==> config.mk <==
export PLATFORM = sky130hd
export DESIGN_NAME = fpt_motor_slew_stage
export DESIGN_NICKNAME = d
export VERILOG_FILES = /design/src/rtl/fpt_motor_slew_stage.sv
export SDC_FILE = /design/constraint.sdc
export NUM_CORES = 1
export LEC_CHECK = 0
export CORE_AREA = 2 2 108 110
export DETAILED_ROUTE_END_ITERATION = 6
export DIE_AREA = 0 0 110 112
export PLACE_DENSITY = 0.67
export SLEW_MARGIN = 20
export SYNTH_ARGS = -nofsm -noshare
export SYNTH_HDL_FRONTEND = slang
export SYNTH_SLANG_ARGS = --single-unit
export TNS_END_PERCENT = 1
==> constraint.sdc <==
create_clock -name clk_250mhz -period 4.4 [get_ports clk_250mhz]
set_input_delay 0.88 -clock clk_250mhz [delete_from_list [all_inputs] [get_ports clk_250mhz]]
set_output_delay 0.88 -clock clk_250mhz [all_outputs]
set_load 0.005 [all_outputs]
==> src/rtl/fpt_motor_slew_stage.sv <==
`timescale 1ns/1ps
// Motor drive slew stage: merges command and correction into a saturated target and
// slews the drive toward it over valid/ready, with a veto ramp-to-zero and hold-off.
module fpt_motor_slew_stage #(
  parameter int unsigned W              = 16,
  parameter int unsigned DRIVE_MAX      = 30000,
  parameter int unsigned SLEW_BASE      = 64,
  parameter int unsigned HOLDOFF_CYCLES = 250
) (
  input  logic         clk_250mhz,
  input  logic         rst,
  input  logic [W-1:0] motor_command,
  input  logic [W-1:0] motor_correction,
  input  logic         corr_valid,
  input  logic         veto_in,
  input  logic [1:0]   attention_level,
  output logic [W-1:0] drive_out,
  output logic         drive_valid,
  input  logic         drive_ready,
  output logic [1:0]   state_out,
  output logic         veto_active,
  output logic         sat_flag
);

  localparam int unsigned SW         = W + 1;
  localparam int unsigned DW         = W + 2;
  localparam int unsigned CW         = $clog2(HOLDOFF_CYCLES + 1);
  localparam int unsigned RAMP_SHIFT = 3;

  localparam logic signed [SW-1:0] MAX_P     = SW'(DRIVE_MAX);
  localparam logic signed [SW-1:0] MAX_N     = -MAX_P;
  localparam logic [CW-1:0]        HOLD_LOAD = CW'(HOLDOFF_CYCLES - 1);

  typedef enum logic [1:0] {
    IDLE  = 2'd0,
    TRACK = 2'd1,
    RAMP  = 2'd2,
    HOLD  = 2'd3
  } state_t;

  state_t        state_q, state_d;
  logic [W-1:0]  target_q, target_d;
  logic [W-1:0]  drive_d;
  logic          valid_d;
  logic          sat_d;
  logic [CW-1:0] cnt_q, cnt_d;

  logic signed [SW-1:0] sum_c;
  logic [W-1:0]         clip_c;
  logic                 clip_sat_c;

  logic [1:0]           shamt_c;
  logic signed [DW-1:0] slew_c;
  logic signed [DW-1:0] cur_c;
  logic signed [DW-1:0] diff_c;
  logic signed [DW-1:0] mag_c;
  logic signed [DW-1:0] stepped_c;
  logic [W-1:0]         step_c;

  logic xfer_c;
  logic advance_c;
  logic veto_entry_c;

  // Saturated sum of command and correction, one bit wider than the operands.
  always_comb begin
    sum_c      = $signed({motor_command[W-1], motor_command}) +
                 $signed({motor_correction[W-1], motor_correction});
    clip_c     = W'(sum_c);
    clip_sat_c = 1'b0;
    if (sum_c > MAX_P) begin
      clip_c     = W'(MAX_P);
      clip_sat_c = 1'b1;
    end else if (sum_c < MAX_N) begin
      clip_c     = W'(MAX_N);
      clip_sat_c = 1'b1;
    end
  end

  // One slew step from the current drive toward the target.
  always_comb begin
    shamt_c   = (state_q == RAMP) ? 2'(RAMP_SHIFT) : attention_level;
    slew_c    = DW'(SLEW_BASE) << shamt_c;
    cur_c     = $signed({{2{drive_out[W-1]}}, drive_out});
    diff_c    = $signed({{2{target_q[W-1]}}, target_q}) - cur_c;
    mag_c     = diff_c[DW-1] ? -diff_c : diff_c;
    stepped_c = diff_c[DW-1] ? (cur_c - slew_c) : (cur_c + slew_c);
    step_c    = (mag_c <= slew_c) ? target_q : W'(stepped_c);
  end

  // Next-state, target, hold counter and output handshake.
  always_comb begin
    state_d      = state_q;
    target_d     = target_q;
    drive_d      = drive_out;
    valid_d      = drive_valid;
    sat_d        = sat_flag;
    cnt_d        = cnt_q;
    xfer_c       = drive_valid && drive_ready;
    advance_c    = !drive_valid || drive_ready;
    veto_entry_c = veto_in && ((state_q == IDLE) || (state_q == TRACK));

    unique case (state_q)
      IDLE, TRACK: begin
        if (veto_in) begin
          state_d  = RAMP;
          target_d = '0;
        end else if (corr_valid) begin
          state_d  = TRACK;
          target_d = clip_c;
          sat_d    = clip_sat_c;
        end
      end
      RAMP: begin
        if ((drive_out == '0) && (xfer_c || !drive_valid)) begin
          state_d = HOLD;
          cnt_d   = HOLD_LOAD;
        end
      end
      HOLD: begin
        if (veto_in) begin
          cnt_d = HOLD_LOAD;
        end else if (cnt_q == '0) begin
          state_d = IDLE;
        end else begin
          cnt_d = cnt_q - CW'(1);
        end
      end
      default: ;
    endcase

    // The veto cycle itself emits no step: the old target is already discarded.
    if (state_q == HOLD) begin
      drive_d = '0;
      valid_d = 1'b0;
    end else if (advance_c) begin
      if (!veto_entry_c && (drive_out != target_q)) begin
        drive_d = step_c;
        valid_d = 1'b1;
      end else begin
        valid_d = 1'b0;
      end
    end
  end

  always_ff @(posedge clk_250mhz or posedge rst) begin
    if (rst) begin
      state_q     <= IDLE;
      target_q    <= '0;
      drive_out   <= '0;
      drive_valid <= 1'b0;
      sat_flag    <= 1'b0;
      cnt_q       <= '0;
      veto_active <= 1'b0;
    end else begin
      state_q     <= state_d;
      target_q    <= target_d;
      drive_out   <= drive_d;
      drive_valid <= valid_d;
      sat_flag    <= sat_d;
      cnt_q       <= cnt_d;
      veto_active <= (state_d == RAMP) || (state_d == HOLD);
    end
  end

  assign state_out = 2'(state_q);

endmodule

==> results.toml <==
[run_status]
status = "finished with violations"
violations = "negative setup slack"

[clock_network]
postCtsSetupRepairBufs = 0
htree_levels = 2
cts-root-buf = "clkbuf_16"
cts.clk_slew.worst_paths_ns = 0.06
cts_tree = "built"
clk_path_buf_depth = 2
clkLatencyLatePin_ns = 0.28
clkSinkCount = 44
ctsHoldBuffers = 0
cts_made_buffers = 5

[routing]
drc = 0
drt_iter0_markers = 376
wl_um = 13600
dr.max_layer_used = "met4"
met1_length_um = 5920
first_pass_iters = 5
vias = 4989
wl_met2_um = 6660
final_antenna_net_count = 0
wl_met3_um = 676
wl_per_cell_um = 15.9
vias_per_cell = 5.84

[sta]
slew_violations = 0
whs_ns = 0.511
final.setup.tns_ns = -2.52
finalWorstSetupSlack_ns = -0.230
period_share_pct = 105
timing.fmax_mhz = 216
finClkSkew_ns = 0.00678
period_needed_ns = 4.63
max_slew_margin_pct = 48.3
setup_viol = 16
rsz0062_at_grt = "true"
finalHoldViolCount = 0
tightest_slew_ns = 0.775

[critical_path]
critical_path_class = "register to register"
required_ns = 4.57
r2r_slack_ns = -0.23
critPathMaxFanout = 19
arrival_ns = 4.80
crit_path_end_kind = "register"
crit_path_start_kind = "register"

[global_routing]
grt_max_degree = 45
grt_pass1_wl_um = 22100
antenna_found_initial = 0
grt_remaining_overflow = 0
grt_use_total_pct = 22.4
grt_pass1_vias = 4621

[run]
maxCapViolCount = 0

[floorplan]
die-area_um2 = 12300
num_io_pins = 60
start_util_pct = 43.9
rows = 39
die_y_um = 112
die_w_um = 110
coreArea_um2 = 11200

[power_and_ir_drop]
ir_drop_uv = 480
p_leak_nw = 2.64
power-per-cell-area_nw_per_um2 = 476

[logic_synthesis]
ys_seq_elements = 44
syn_nets = 685
synth_common_cells = "nand2_1, ha_1, dfrtp_1, o21ai_0, nor2_1"
synth_cell_types = 87
yosys.area.top_type = "dfrtp_1"
yosysWarnings = 0
synth_top_area_share_pct = 22.5
synth-edff-count = 0
ys.flop_type = "dfrtp_1"
synth_most_common_cell = "nand2_1"
postSynthAreaPerCell_um2 = 8.23
synth.cell_area_um2 = 4900
synthArstFlopShare_pct = 100
synthTopCellsByArea = "dfrtp_1, ha_1, o21ai_0"
synthCells = 596
seq_area_frac_synth_pct = 22.5

[final_layout]
nets = 801
nFillCells = 1086
area_growth_pct = 27.7
n_antenna_cell = 0
drive_gt1_share_pct = 16.3

[placement]
dp_hpwl_um = 11200
pre_cts_ws_ns = -0.195
gp_congestion = 0.927
portBuffers = 59

[min_path]
min_path_type = "register to register"
## cells by family after synthesis
group                    Yosys count  share of synthesized area [%]
AO/OA/AOI/OAI                    200                           29.3
XOR/XNOR                          32                           5.72
adder cells (fa/ha/maj)           50                           13.1
buffers and inverters             55                           5.64
flip-flops                        44                           22.5
multiplexers                       2                          0.408
AND/OR/NAND/NOR                  213                           23.4
## cell type report
cell class / count / area, um^2 / share of cell area (%)
flip-flops and latches: 44 / 1100 / 17.6
well taps: 143 / 179 / 2.86
multi-input cells: 497 / 3570 / 56.9
clock buffers: 5 / 125 / 2.00
inverters: 31 / 116 / 1.86
repair buffers: 133 / 1160 / 18.6
clock inverters: 2 / 12.5 / 0.200
## timing repair
action,in CTS,in global routing
endpoints found under the setup margin,16,16
resized for setup,5,4
pin swaps,1,0
gates cloned,0,0
## per-layer routing
metal	track usage, %	vias to the layer above
li1	-	2494
met2	37.8	160
met3	1.64	22
met4	7.26	0
met1	29.9	2313
met5	0	-
## sequential cells by signal (all words and copies together), names as in the netlist
register     count
drive_out       16
target_q        16
drive_valid      1
sat_flag         1
state_out        2
cnt_q            8
## worst max-delay path, stage by stage (launching register included)
cell and delay, ns:
dfrtp_1 0.38, inv_1 0.06, ha_1 0.18, fa_1 0.19, and2b_1 0.19, o2111a_1 0.25
or3b_4 0.44, a2111oi_4 0.43, nor2_4 0.09, inv_2 0.09, nand2_1 0.07, xnor2_1 0.13
ha_1 0.29, nand4_1 0.12, nor4b_2 0.28, nand4_1 0.13, o21ai_1 0.14, a21oi_1 0.11
buf_4 0.15, a2111oi_4 0.25, buf_12 0.21, a31oi_1 0.11, o21a_1 0.21
## placed cells by master (no fill, tap or decap), drive strengths merged, types with 21 or more instances in the layout
cell | Yosys | layout
a21oi | 34 | 34
dfrtp | 44 | 44
nor2 | 38 | 38
o21ai | 46 | 46
nand2 | 54 | 54
clkdlybuf4s50 | 0 | 59
ha | 48 | 48
inv | 31 | 30
buf | 8 | 74
xnor2 | 21 | 21
nor3 | 22 | 22
## path summary, 6_finish.rpt
| check | from | endpoint | cells past startpoint |
|---|---|---|---|
| min in group asynchronous | rst | cnt_q[0] | 3 |
| worst max register to register | target_q[0] | drive_out[1] | 22 |
| max in group asynchronous | rst | target_q[13] | 3 |
| worst min register to register | sat_flag | sat_flag | 2 |
| worst max-delay path | target_q[0] | drive_out[1] | 22 |
| worst min-delay path | sat_flag | sat_flag | 2 |
## stage by stage
stage	utilization [%]	area, um^2	power, mW	instances
2_1_floorplan	-	4920	1.97	596
3_3_place_gp	54.6	6100	2.51	848
3_5_place_dp	54.6	6100	2.57	848
4_1_cts	55.9	6250	2.95	855
5_1_grt	56.0	6260	3.18	855
6_report	56.0	6260	2.98	855
## report_power, final
part	total, mW	switching, mW	internal [mW]
clock	0.356	0.150	0.206
combinational	2.14	1.21	0.927
sequential	0.488	0.0417	0.447
(Power assumes the default switching activity.)
